## src/rtl/packet_arbiter_pkg.sv

```systemverilog
// Shared widths, FSM state and packet layout for the two-input packet arbiter.
package packet_arbiter_pkg;

    localparam int HDR_W    = 16;
    localparam int ADDR_W   = 16;
    localparam int DATA_W   = 32;
    localparam int LOCK_BIT = 15;
    localparam int CNT_W    = 16;

    typedef enum logic {
        IDLE   = 1'b0,
        LOCKED = 1'b1
    } state_e;

    typedef struct packed {
        logic [HDR_W-1:0]  header;
        logic [ADDR_W-1:0] addr;
        logic [DATA_W-1:0] data;
    } pkt_t;

    function automatic logic [1:0] onehot2(input logic idx);
        return idx ? 2'b10 : 2'b01;
    endfunction

endpackage

```

## src/rtl/rr_select2.sv

```systemverilog
// Two-way round-robin selector with a lock override; purely combinational.
module rr_select2
    import packet_arbiter_pkg::*;
(
    input  logic [1:0] valid,
    input  logic       last_grant,
    input  logic       locked,
    input  logic       lock_src,
    output logic [1:0] sel
);

    always_comb begin
        sel = 2'b00;
        if (locked)
            // The lock holder stays selected even while it has nothing to send.
            sel = onehot2(lock_src);
        else if (&valid)
            sel = onehot2(~last_grant);
        else
            sel = valid;
    end

endmodule

```

## src/rtl/packet_arbiter.sv

```systemverilog
// Two-requester packet arbiter: round-robin with header-driven lock, one output register.
module packet_arbiter
    import packet_arbiter_pkg::*;
(
    input  logic              clock,
    input  logic              reset_n,
    input  logic [HDR_W-1:0]  in0_tx_header,
    input  logic [ADDR_W-1:0] in0_tx_addr,
    input  logic [DATA_W-1:0] in0_tx_data,
    input  logic              in0_valid,
    output logic              in0_ready,
    input  logic [HDR_W-1:0]  in1_tx_header,
    input  logic [ADDR_W-1:0] in1_tx_addr,
    input  logic [DATA_W-1:0] in1_tx_data,
    input  logic              in1_valid,
    output logic              in1_ready,
    output logic [HDR_W-1:0]  outPacket_rx_header,
    output logic [ADDR_W-1:0] outPacket_rx_addr,
    output logic [DATA_W-1:0] outPacket_rx_data,
    output logic              out_valid,
    input  logic              out_ready,
    output logic [CNT_W-1:0]  grant_cnt
);

    state_e           state_q, state_d;
    logic             last_grant_q, last_grant_d;
    logic             lock_src_q, lock_src_d;
    logic             out_valid_q, out_valid_d;
    pkt_t             pkt_q, pkt_d;
    logic [CNT_W-1:0] grant_cnt_q, grant_cnt_d;

    logic [1:0] valid, sel, ready, acc;
    logic       free, src;
    pkt_t       in_pkt;

    assign valid = {in1_valid, in0_valid};

    rr_select2 u_sel (
        .valid      (valid),
        .last_grant (last_grant_q),
        .locked     (state_q == LOCKED),
        .lock_src   (lock_src_q),
        .sel        (sel)
    );

    // Drain-and-refill in one cycle keeps throughput at one packet per clock.
    assign free   = ~out_valid_q | out_ready;
    assign ready  = (reset_n && free) ? sel : 2'b00;
    assign acc    = ready & valid;
    assign src    = acc[1];
    assign in_pkt = src ? pkt_t'{in1_tx_header, in1_tx_addr, in1_tx_data}
                        : pkt_t'{in0_tx_header, in0_tx_addr, in0_tx_data};

    always_comb begin
        state_d      = state_q;
        last_grant_d = last_grant_q;
        lock_src_d   = lock_src_q;
        out_valid_d  = out_valid_q;
        pkt_d        = pkt_q;
        grant_cnt_d  = grant_cnt_q;
        if (out_valid_q && out_ready)
            out_valid_d = 1'b0;
        if (|acc) begin
            out_valid_d  = 1'b1;
            pkt_d        = in_pkt;
            grant_cnt_d  = grant_cnt_q + 1'b1;
            last_grant_d = src;
            if (in_pkt.header[LOCK_BIT]) begin
                state_d    = LOCKED;
                lock_src_d = src;
            end else begin
                state_d    = IDLE;
            end
        end
    end

    always_ff @(posedge clock or negedge reset_n) begin
        if (!reset_n) begin
            state_q      <= IDLE;
            last_grant_q <= 1'b1;
            lock_src_q   <= 1'b0;
            out_valid_q  <= 1'b0;
            pkt_q        <= '0;
            grant_cnt_q  <= '0;
        end else begin
            state_q      <= state_d;
            last_grant_q <= last_grant_d;
            lock_src_q   <= lock_src_d;
            out_valid_q  <= out_valid_d;
            pkt_q        <= pkt_d;
            grant_cnt_q  <= grant_cnt_d;
        end
    end

    assign in0_ready           = ready[0];
    assign in1_ready           = ready[1];
    assign out_valid           = out_valid_q;
    assign outPacket_rx_header = pkt_q.header;
    assign outPacket_rx_addr   = pkt_q.addr;
    assign outPacket_rx_data   = pkt_q.data;
    assign grant_cnt           = grant_cnt_q;

endmodule

```

## config.mk

```make
export PLATFORM = sky130hd
export DESIGN_NAME = packet_arbiter
export DESIGN_NICKNAME = d
export VERILOG_FILES = /design/src/rtl/packet_arbiter_pkg.sv /design/src/rtl/rr_select2.sv /design/src/rtl/packet_arbiter.sv
export SDC_FILE = /design/constraint.sdc
export NUM_CORES = 1
export LEC_CHECK = 0
export BUFFER_PORTS_ARGS = -buffer_cell sky130_fd_sc_hd__buf_4
export CAP_MARGIN = 20
export CORE_ASPECT_RATIO = 0.9
export CORE_UTILIZATION = 33
export CTS_CLUSTER_DIAMETER = 60
export DETAILED_ROUTE_END_ITERATION = 16
export GPL_TIMING_DRIVEN = 0
export PLACE_DENSITY = 0.68
export SYNTH_ARGS = -nofsm -noshare
export SYNTH_HDL_FRONTEND = slang
export SYNTH_SLANG_ARGS = --single-unit
```

## constraint.sdc

```tcl
create_clock -name clock -period 1.8 [get_ports clock]
set_input_delay 0.09 -clock clock [delete_from_list [all_inputs] [get_ports clock]]
set_output_delay 0.09 -clock clock [all_outputs]
set_load 0.02 [all_outputs]
```

==> results of run 1 <==
-- worst min path at each step --
stage                            startpoint               endpoint  slack, ns  cells after the start
after global routing                reset_n  outPacket_rx_data[17]      -0.20                      1
final                               reset_n  outPacket_rx_data[17]      -0.26                      1
after floorplan                     reset_n           grant_cnt[0]      -0.21                      0
after detailed placement  in1_tx_header[15]             lock_src_q       0.34                      2
after CTS                           reset_n  outPacket_rx_data[17]      -0.22                      1
after global placement    in1_tx_header[15]             lock_src_q       0.33                      2
-- repair_timing --
item,4_1_cts,5_1_grt
pin swaps,1,10
endpoints found under the hold margin,90,83
setup buffers,3,4
hold buffers,8,1
setup endpoints to repair,81,66
cloned,0,0
resized for setup,36,70
-- per-layer routing --
layer / wire length [um] / up-vias / global-route usage (%)
li1: - / 2198 / -
met1: 6200 / 2239 / 28.4
met2: 7300 / 208 / 37.1
met3: 1210 / 30 / 7.53
met4: 353 / 0 / 7.50
met5: 0 / - / 0
-- registers in the layout, indices dropped and copies added (netlist names) --
register and cells:
last_grant_q 1, outPacket_rx_addr 16, outPacket_rx_header 15, outPacket_rx_data 32
lock_src_q 1, grant_cnt 16, state_q 1, out_valid 1
-- cell usage after synthesis --
cell and count:
a2bb2oi_1 1, nor4_1 2, buf_4 3, buf_2 6
nand4_1 8, ha_1 1, o21ai_0 63, dfstp_2 1
or3b_1 1, o2111a_1 1, nor3_1 1, o211a_1 1
or3_1 1, a41oi_1 63, nor2_1 69, xor2_1 2
nor2b_1 2, clkbuf_1 36, and2_1 2, a21boi_2 1
buf_1 7, inv_1 1, a21oi_1 64, and3_1 1
xnor2_1 13, a22o_1 1, dfrtp_1 82, nand2b_1 2
nand4b_1 1, a22oi_1 1, o2111ai_2 1, nand3_1 8
nand3b_1 1, a21o_1 1, nand2_1 10
-- stage by stage --
step	area [um^2]	util, %	setup TNS [ns]
5_1_grt	6720	55.0	-0.273
3_5_place_dp	6000	49.1	-55.28
3_3_place_gp	6000	49.1	-50.81
4_1_cts	6490	53.1	0
6_report	6720	55.0	0
2_1_floorplan	4190	-	0
-- cell type report --
| type | instances | share of cell area [%] |
|---|---|---|
| Sequential cell | 83 | 31.0 |
| Multi-Input combinational cell | 323 | 30.8 |
| Timing Repair Buffer | 231 | 26.3 |
| Buffer | 51 | 4.51 |
| Clock buffer | 11 | 3.61 |
| Tap cell | 160 | 2.98 |
| Clock inverter | 4 | 0.764 |
| Inverter | 1 | 0.0559 |
-- cells by family after synthesis --
| family | count (synthesis) | share of synthesized area (%) |
|---|---|---|
| AO/OA/AOI/OAI | 198 | 30.3 |
| XOR/XNOR | 15 | 3.14 |
| adder cells (fa/ha/maj) | 1 | 0.299 |
| buffers and inverters | 53 | 5.20 |
| flip-flops | 83 | 49.6 |
| AND/OR/NAND/NOR | 109 | 11.4 |
-- power by group through the flow --
| stage | clock [uW] | combinational [uW] | sequential [uW] |
|---|---|---|---|
| after detailed placement | 0 | 5060 | 3270 |
| final | 1870 | 5380 | 3260 |
| after global placement | 0 | 4970 | 3240 |
| after CTS | 1910 | 5210 | 3250 |
| after floorplan | 0 | 1880 | 4140 |
| after global routing | 2010 | 5810 | 3360 |
==> metrics.txt, run 1 <==
die height=109 um; Pint=6000 uW; CTS H-tree lvls=3; worst reg2reg startpoint=state_q; most frequent cells in the layout=buf_4, dfrtp_1, nor2_1; synthesized area=0.00419 mm^2; Slowest-stage cell, CP=dfrtp_2; crit path launch type=register; layout overhead on the synthesized area=60.4%; hold_ws=-0.260 ns; Post-route DRC=0; peak supply drop=882 uV; crit path max fanout=10; die width=121 um; r2r setup slk=0.05 ns; Synth cell types=35; WL/cell=17.4 um; normalized max-slew margin=54.3%; Clock Path Buffers=2; number of max-cap violations=0; num rows=38; Final Power=10,500 uW; Initial Util=34.3%; DP Wirelength=10.7 mm; outcome=finished with violations; P_leak=0.00296 uW; fillcell total=1,114; violated checks=negative hold slack; routed wire length=15.1 mm; Final setup viols=0; RSZ-0062 raised after global routing=true; sw frac=42.9%; CTS sink count=83; Critical Path AT=1.98 ns; beginning of the critical path=state_q; Synth Warn #=0; syn_area_per_cell=9.12 um^2; total track usage=22.7%; Final nets=834; Detailed Route Iter0 Violations=344; final worst slack=0.0503 ns; Multi-input gate area=0.00207 mm^2; Crit path required time=2.03 ns; Seq/Total Area, Yosys=49.6%; Via density=5.41; clock transition at the registers of the reported paths=0.06 ns; grt ovf=0; IO Port Bufs=215; Root Buffer Master=clkbuf_16; worst path buffer plus inverter count=2; First-pass DRT Iterations=5; Final Cycle Share=97.2%; CTS tree=yes; vias in the first global route=4,530; post-synthesis cell type with the largest combined area=dfrtp_1; cell family with most CP delay=compound AO/OA/AOI/OAI gates; Inst Count DP=834; crit-path cells=or3b_4 > o2111ai_4 > buf_8 > buf_6 > a41oi_2 > a21oi_1; P_sw=4510 uW; clock share of power=17.8%; Worst Setup EP=outPacket_rx_data[30]; CTS Buf Count=9; r2r endpoint=outPacket_rx_data[30]; Layout Cells excl Fill=864; CP Depth=6; Max Clock Skew=0.00754 ns; first-pass GRT wire length=22.9 mm; share of cells above drive strength 1=42.6%; Mapped Cells=459; Comb power frac=51.2%; Inserted Diodes=0; PwrDens=1570 mW/mm^2; commonest non-fill, non-tap cell in the layout=buf_4; Fmax=572 MHz; Tmin final=1.75 ns; total area of sequential cells=0.00208 mm^2; GPL Wtd Cong=0.850; Die ar.=0.0131 mm^2; worst slack at placement=-0.873 ns; synth top area cells=dfrtp_1, a41oi_1, a21oi_1, o21ai_0, nor2_1; Fin. Hold Viols=82; largest net degree at the start of global routing=89; CORE AREA=0.0122 mm^2; Least-Margin Pin Slew=0.686 ns; Crit. End Element=register; Routed Antenna Nets=0; Final Slew Violations=0; Yosys reg bits=83; post-synth net total=593; HP Class=in -> async; I/O Pins=216; clk_lat worst skew=0.35 ns; share of the synthesized area in the top cell type=49.0%; Max stage delay on crit path=0.46 ns; initial antenna violation count=0; CP Class=reg -> reg; cells on worst reg2reg path=6; Flop pwr share=31.0%; DR vias=4,675
Note: power is estimated with default switching activity, not from simulation.
==> run 2: changes to the inputs <==
Settings changed: CORE_UTILIZATION 33 to 45, PLACE_DENSITY 0.68 to 0.87.
==> run 2 against run 1 <==
The flow still finishes with violations (negative hold slack). First-iteration DRC count decreased by 15%. Non-clock buffer count is 35 higher. Die area fell by 26%. Register-to-register slack worse by 0.04 ns. Combinational power barely moved. Sequential cell count is the same. Sequential share of layout area decreased by 0.25 points. Maximum frequency fell by 2.4%. Sequential power about the same. Critical path depth unchanged. Largest power group unchanged.
==> metrics.txt, run 2 (synthesized netlist as in run 1, its figures left out) <==
die width=104 um; vias in the first global route=4,934; CORE AREA=0.00908 mm^2; peak supply drop=817 uV; normalized max-slew margin=53.3%; Clock Path Buffers=2; Via density=5.85; Least-Margin Pin Slew=0.701 ns; Max Clock Skew=0.0110 ns; clock share of power=12.8%; Core Util, Final=74.5%; worst path buffer plus inverter count=2; routed wire length=15.4 mm; num rows=33; Fmax=558 MHz; worst reg2reg startpoint=state_q; Crit path required time=2.03 ns; r2r setup slk=0.007 ns; sw frac=44.8%; GPL Wtd Cong=0.875; initial antenna violation count=0; Pint=5480 uW; Max stage delay on crit path=0.46 ns; Critical Path AT=2.02 ns; WL/cell=17.9 um; crit-path cells=or3b_1 > o2111ai_4 > buf_6 > buf_4 > a41oi_1 > a21oi_1; Initial Util=46.1%; setup TNS=0 ns; grt ovf=0; Inserted Diodes=0; outcome=finished with violations; Tmin final=1.79 ns; first-pass GRT wire length=23.7 mm; share of cells above drive strength 1=38.4%; Fin. Hold Viols=82; PwrDens=1470 mW/mm^2; layout overhead on the synthesized area=61.7%; P_leak=0.00302 uW; P_sw=4450 uW; CTS Buf Count=9; Final nets=869; Final Power=9930 uW; hold_buf cts=43; Routed Antenna Nets=0; CTS sink count=83; CTS tree=yes; Crit. End Element=register; Slowest-stage cell, CP=dfrtp_2; commonest non-fill, non-tap cell in the layout=buf_4; Comb power frac=54.3%; number of max-cap violations=0; Flop pwr share=32.9%; crit path launch type=register; most frequent cells in the layout=buf_4, dfrtp_1, nor2_1; violated checks=negative hold slack; Post-route DRC=0; crit path max fanout=10; Final Slew Violations=0; I/O Pins=216; Root Buffer Master=clkbuf_8; DR vias=5,040; Detailed Route Iter0 Violations=293; IO Port Bufs=215; Die ar.=0.00969 mm^2; First-pass DRT Iterations=5; DP Wirelength=10.1 mm; total track usage=30.8%; cell family with most CP delay=compound AO/OA/AOI/OAI gates; beginning of the critical path=state_q; clk_lat worst skew=0.35 ns; HP Class=in -> async; Final setup viols=0; die height=93.5 um; RSZ-0062 raised after global routing=true; CP Class=reg -> reg; Inst Count DP=796; largest net degree at the start of global routing=89; Layout Cells excl Fill=862; Final Cycle Share=99.6%; Largest register FFs=32; CTS H-tree lvls=3; clock transition at the registers of the reported paths=0.09 ns; hold_ws=-0.227 ns
## run 2: cell count changes in the layout (fill, tap and decap cells not counted), sizes merged
cell         delta
buf             -6
bufinv          -1
clkbuf          +9
clkinv          -2
clkinvlp        +2
dlygate4sd3    +34
## run 2: final timing paths
kind | end | depth (start not counted)
worst min-delay path | grant_cnt[13] | 1
max in group asynchronous | outPacket_rx_addr[8] | 1
worst max-delay path | outPacket_rx_data[24] | 6
min in group clock | outPacket_rx_addr[7] | 3
worst max register to register | outPacket_rx_data[24] | 6
worst min register to register | grant_cnt[14] | 1
## run 2: repair_timing
| action | 4_1_cts | 5_1_grt |
|---|---|---|
| setup buffers | 5 | 4 |
| setup endpoints to repair | 79 | 65 |
| pin swaps | 0 | 4 |
| cloned | 0 | 1 |
| hold endpoints to repair | 126 | 82 |
| resized for setup | 27 | 41 |
## run 2: per-stage QoR
step | worst slack [ns] | area [um^2]
2_1_floorplan | 0.0894 | 4190
3_3_place_gp | -0.698 | 5950
3_5_place_dp | -0.716 | 5950
4_1_cts | 0.00312 | 6670
5_1_grt | -0.119 | 6770
6_report | 0.00707 | 6770
## run 2: layout make-up
cell class                 count  area [um^2]
buffer                        49          258
clock buffer                  13          159
clock inverter                 3         22.5
fill                         643         2310
inverter                       1         3.75
multi-input combinational    323         1950
sequential                    83         2080
tap                          122          153
timing repair buffer         268         2140
## run 2: power by group through the flow
stage / registers (uW) / clock network, uW / logic (uW)
finish: 3270 / 1270 / 5390
global route: 3360 / 1350 / 5770
CTS: 3240 / 1290 / 5210
detailed placement: 3260 / 0 / 5010
global placement: 3220 / 0 / 4880
floorplan: 4140 / 0 / 1880
## run 2: routing by layer
layer | routed length, um | share of wire (%) | global-route usage (%) | vias to the layer above
li1 | - | - | - | 2262
met1 | 6090 | 40 | 37.4 | 2422
met2 | 7560 | 49 | 53.6 | 299
met3 | 1190 | 7.7 | 5.85 | 57
met4 | 565 | 3.7 | 14.3 | 0
met5 | 0 | 0 | 0 | -
